$ cat src/rtl/ram_arb_pkg.sv
// Shared constants for the two-requester RAM port arbiter.
package ram_arb_pkg;

    localparam int unsigned DEF_ADDR_W = 2;
    localparam int unsigned DEF_DATA_W = 2;
    localparam int unsigned DEF_CNT_W  = 4;

    typedef enum logic [1:0] {
        IDLE   = 2'b00,
        ACCESS = 2'b01,
        RESP   = 2'b10
    } state_t;

    localparam logic REQ_A = 1'b0;
    localparam logic REQ_B = 1'b1;

endpackage

$ cat src/rtl/ram_port_arbiter_rr_pick2.sv
// Combinational two-way round-robin chooser; on a tie the requester that
// was not granted last wins.
module rr_pick2
    import ram_arb_pkg::*;
(
    input  logic req_a,
    input  logic req_b,
    input  logic last,
    output logic valid,
    output logic winner
);

    always_comb begin
        valid  = req_a | req_b;
        winner = REQ_A;
        if (req_a && req_b) begin
            winner = (last == REQ_A) ? REQ_B : REQ_A;
        end else if (req_b) begin
            winner = REQ_B;
        end
    end

endmodule

$ cat src/rtl/ram_port_arbiter.sv
// Round-robin arbiter sequencing one access at a time on a single-port RAM
// for requesters A and B, with per-requester completion counters.
module ram_port_arbiter
    import ram_arb_pkg::*;
#(
    parameter int unsigned ADDR_W = DEF_ADDR_W,
    parameter int unsigned DATA_W = DEF_DATA_W,
    parameter int unsigned CNT_W  = DEF_CNT_W
) (
    input  logic              clk,
    input  logic              reset,
    input  logic              a_req,
    input  logic              a_we,
    input  logic [ADDR_W-1:0] a_addr,
    input  logic [DATA_W-1:0] a_wdata,
    output logic              a_gnt,
    output logic              a_done,
    output logic [DATA_W-1:0] a_rdata,
    input  logic              b_req,
    input  logic              b_we,
    input  logic [ADDR_W-1:0] b_addr,
    input  logic [DATA_W-1:0] b_wdata,
    output logic              b_gnt,
    output logic              b_done,
    output logic [DATA_W-1:0] b_rdata,
    output logic              mem_en,
    output logic              mem_we,
    output logic [ADDR_W-1:0] mem_addr,
    output logic [DATA_W-1:0] mem_wdata,
    input  logic [DATA_W-1:0] mem_rdata,
    output logic              busy,
    output logic [CNT_W-1:0]  a_cnt,
    output logic [CNT_W-1:0]  b_cnt
);

    state_t             state, state_next;
    logic               last, last_next;
    logic               pick_valid, pick_winner;
    logic               a_gnt_next, b_gnt_next, a_done_next, b_done_next;
    logic               mem_en_next, mem_we_next, busy_next;
    logic [ADDR_W-1:0]  mem_addr_next;
    logic [DATA_W-1:0]  mem_wdata_next, a_rdata_next, b_rdata_next;
    logic [CNT_W-1:0]   a_cnt_next, b_cnt_next;

    rr_pick2 u_pick (
        .req_a  (a_req),
        .req_b  (b_req),
        .last   (last),
        .valid  (pick_valid),
        .winner (pick_winner)
    );

    // The mem_* registers double as the latched command; last identifies
    // the owner of the transaction in flight.
    always_comb begin
        state_next     = state;
        last_next      = last;
        a_gnt_next     = 1'b0;
        b_gnt_next     = 1'b0;
        a_done_next    = 1'b0;
        b_done_next    = 1'b0;
        mem_en_next    = 1'b0;
        mem_we_next    = mem_we;
        mem_addr_next  = mem_addr;
        mem_wdata_next = mem_wdata;
        a_rdata_next   = a_rdata;
        b_rdata_next   = b_rdata;
        a_cnt_next     = a_cnt;
        b_cnt_next     = b_cnt;
        busy_next      = busy;

        case (state)
            IDLE: begin
                busy_next = 1'b0;
                if (pick_valid) begin
                    state_next  = ACCESS;
                    last_next   = pick_winner;
                    busy_next   = 1'b1;
                    mem_en_next = 1'b1;
                    if (pick_winner == REQ_A) begin
                        a_gnt_next     = 1'b1;
                        mem_we_next    = a_we;
                        mem_addr_next  = a_addr;
                        mem_wdata_next = a_wdata;
                    end else begin
                        b_gnt_next     = 1'b1;
                        mem_we_next    = b_we;
                        mem_addr_next  = b_addr;
                        mem_wdata_next = b_wdata;
                    end
                end
            end
            ACCESS: begin
                state_next = RESP;
            end
            RESP: begin
                state_next = IDLE;
                busy_next  = 1'b0;
                if (last == REQ_A) begin
                    a_done_next = 1'b1;
                    a_cnt_next  = a_cnt + CNT_W'(1);
                    if (!mem_we) a_rdata_next = mem_rdata;
                end else begin
                    b_done_next = 1'b1;
                    b_cnt_next  = b_cnt + CNT_W'(1);
                    if (!mem_we) b_rdata_next = mem_rdata;
                end
            end
            default: begin
                state_next = IDLE;
                busy_next  = 1'b0;
            end
        endcase
    end

    always_ff @(posedge clk) begin
        if (reset) begin
            state     <= IDLE;
            last      <= REQ_B;
            a_gnt     <= 1'b0;
            b_gnt     <= 1'b0;
            a_done    <= 1'b0;
            b_done    <= 1'b0;
            mem_en    <= 1'b0;
            mem_we    <= 1'b0;
            mem_addr  <= '0;
            mem_wdata <= '0;
            a_rdata   <= '0;
            b_rdata   <= '0;
            a_cnt     <= '0;
            b_cnt     <= '0;
            busy      <= 1'b0;
        end else begin
            state     <= state_next;
            last      <= last_next;
            a_gnt     <= a_gnt_next;
            b_gnt     <= b_gnt_next;
            a_done    <= a_done_next;
            b_done    <= b_done_next;
            mem_en    <= mem_en_next;
            mem_we    <= mem_we_next;
            mem_addr  <= mem_addr_next;
            mem_wdata <= mem_wdata_next;
            a_rdata   <= a_rdata_next;
            b_rdata   <= b_rdata_next;
            a_cnt     <= a_cnt_next;
            b_cnt     <= b_cnt_next;
            busy      <= busy_next;
        end
    end

endmodule

$ cat config.mk
export PLATFORM = sky130hd
export DESIGN_NAME = ram_port_arbiter
export DESIGN_NICKNAME = d
export VERILOG_FILES = /design/src/rtl/ram_arb_pkg.sv /design/src/rtl/ram_port_arbiter_rr_pick2.sv /design/src/rtl/ram_port_arbiter.sv
export SDC_FILE = /design/constraint.sdc
export NUM_CORES = 1
export LEC_CHECK = 0
export ABC_AREA = 1
export ABC_CLOCK_PERIOD_IN_PS = 2100
export BUFFER_PORTS_ARGS = -buffer_cell sky130_fd_sc_hd__buf_2
export CAP_MARGIN = 20
export CORE_MARGIN = 1.5
export CORE_UTILIZATION = 26
export DETAILED_ROUTE_END_ITERATION = 8
export PLACE_DENSITY = 0.53
export SLEW_MARGIN = 20
export SYNTH_ARGS = -nofsm -noshare
export SYNTH_HDL_FRONTEND = slang
export SYNTH_HIERARCHICAL = 1
export SYNTH_SLANG_ARGS = --single-unit
$ cat constraint.sdc
create_clock -name clk -period 2.1 [get_ports clk]
set_clock_uncertainty 0.1 [all_clocks]
set_input_delay 0.315 -clock clk [delete_from_list [all_inputs] [get_ports clk]]
set_output_delay 0.315 -clock clk [all_outputs]
set_load 0.01 [all_outputs]
==> results.yml <==
floorplan:
  top_level_ports: 39
  dieArea_sq_um: 4382
  die_x_um: 66.20
  rows: 22
  die_y_um: 66.20
  core_sq_um: 3744
  initial_core_util_pct: 27.74
cells_and_area:
  final_cells: 232
  final_common_cell: "nand2_1"
  final_cell_area_sq_um: 1355
  mostFrequentLayoutCells: "47 x nand2_1, 38 x buf_2, 26 x dfxtp_1, 23 x nor2_1, 12 x inv_1"
  nets: 203
  final_layout_size_suffix_gt1_share_pct: 26.63
  diodes: 0
  fin_util_pct: 36.20
  syn_to_final_growth_pct: 30.48
sta:
  slew_headroom_pct: 79.58
  hold_viol_final: 0
  max_freq_ghz: 0.7299
  slew_violations: 0
  period_needed_ps: 1370
  finalSetupViolCount: 0
  worst_pin_slew_ps: 305.8
  period_share_pct: 65.24
  rsz0062_at_grt: "false"
  tns_ps: 0
critical_path:
  ff2ff_setup_slack_ps: 730
  critPathLaunchType: "register"
  crit_fanout: 7
  end_kind: "register"
  crit_arrival_ps: 1470
  worstSetupPathType: "reg2reg"
  worstPathRequired_ps: 2200
power_and_ir_drop:
  power_density_nw_per_um2: 729.3
  max-vdd-ir-drop_mv: 0.2241
  p_leak_nw: 0.6769
  p_total_mw: 0.9882
clocking:
  cts_hold_buf: 0
  clock-root-buffer: "clkbuf_8"
  cts_buffer_depth: 2
  clkSlewWorstSetupHoldPaths_ps: 80
  cts_setup_buffers: 0
  numClockSinks: 26
  cts.repair.resized: 0
  cts_tree: "yes"
  htreeDepth: 1
  cts_made_buffers: 3
  clk_latency_ps: 260
placed_design:
  portBuffers: 38
  gp_congestion: 0.7684
  dpl_cell_area_sq_um: 1300
  dp_cells: 228
  dp_hpwl_um: 1741
global_routing:
  grt_pass1_wl_um: 3512
  grt_pass1_vias: 804
  grt_overflow: 0
  grtUsageTotal_pct: 10.61
  grt_max_degree: 15
  antenna_found_initial: 0
routing:
  drc: 0
  vias: 973
  wl_per_cell_um: 9.616
  viasPerCell: 4.194
  routed_wl_um: 2231
  dr.pass1.iters: 5
  ant_nets: 0
  drt-initial-drc-count: 26
synth:
  ys_seq_elements: 26
  synth_compound_area_share_pct: 6.506
  synth_xor_area_share_pct: 0.8434
  synth.mux.area_fraction_pct: 0
  synth_nets: 159
  synth.top_cell.area_share_pct: 50.12
  synth_warnings: 6
  synth_seq_area_share_pct: 50.12
  syn_area_per_cell_sq_um: 7.365
  synthTopCellsByArea: "dfxtp_1 50%, nand2_1 17%, nor2_1 8.3%"
  synth.cell_area_sq_um: 1038
  synth_cells: 141
  synth_top_family_by_area: "simple AND/OR/NAND/NOR gates"
  yosys.area.top_type: "dfxtp_1"
  synthAdderAreaFrac_pct: 2.410
  synth-simple-area-share_pct: 34.70
  yosysUniqueCellTypes: 18
flow_run:
  cap_violations: 0
worst_hold_path:
  min_path_type: "in2reg"
status:
  status: "finished clean"
-- worst paths after layout --
path | startpoint | end | depth (start not counted)
max reg2reg | last$_SDFFE_PP1P_ | mem_we$_SDFFE_PP0P_ | 7
min reg2reg | busy$_SDFFE_PP0P_ | busy$_SDFFE_PP0P_ | 2
max | last$_SDFFE_PP1P_ | mem_we$_SDFFE_PP0P_ | 7
min | reset | b_cnt[0]$_SDFFE_PP0P_ | 2
-- worst max-delay path, cell delays in order, from the launching register on --
cell and delay (ps):
dfxtp_1 480, a21oi_1 110, buf_4 160, inv_1 130, nand2_1 70, nand2_1 70, nand2_1 60, a21oi_1 120
-- registers in the layout (all words and copies together), names as in the netlist, 2 cells and up --
register   cells
b_rdata        2
b_cnt          4
mem_wdata      2
mem_addr       2
a_cnt          4
a_rdata        2
state          2
-- report_power, final --
group / switching, mW / leakage, nW / internal [mW]
Sequential: 0.0222 / 0.212 / 0.520
Clock: 0.146 / 0.0288 / 0.167
Combinational: 0.0783 / 0.436 / 0.0546
Total: 0.247 / 0.677 / 0.742
-- logic make-up (layout without fill, tap and decap cells) --
kind of cell,count (synthesis),in the layout
simple gates,84,84
flops,26,26
buf+inv,15,58
compound gates,13,13
fa+ha+maj,2,2
xor+xnor,1,1
-- area by class of cell --
type	instances	area, sq um
multi-input cells	100	461.7
repair buffers	40	205.2
flip-flops and latches	26	520.5
inverters	14	52.55
well taps	48	60.06
clock buffers	4	55.05
fillers	423	2389
-- synthesized netlist by cell type (all sizes together) --
cell type	count
a21oi	11
clkbuf	1
clkinv	1
dfxtp	26
ha	2
inv	13
nand2	47
nand3	7
nand3b	1
nor2	26
nor3	2
o21ai	1
o21bai	1
or2	1
xor2	1
-- stage by stage --
| stage | worst slack, ps | hold WS [ps] |
|---|---|---|
| after floorplan | 799.3 | 303.6 |
| after global placement | 716.6 | 339.8 |
| after detailed placement | 748.2 | 341.1 |
| after CTS | 731.7 | 271.8 |
| after global routing | 631.5 | 294.3 |
| final | 730.0 | 276.8 |
-- per-layer routing --
| metal | part of all wire [%] | GRT usage, % | vias to the layer above |
|---|---|---|---|
| li1 | - | - | 524 |
| met1 | 50 | 14.05 | 410 |
| met2 | 41 | 15.25 | 35 |
| met3 | 7.3 | 2.896 | 4 |
| met4 | 1.8 | 6.122 | 0 |
| met5 | 0 | 0 | - |
No activity file was read; power rests on OpenSTA's default activity.
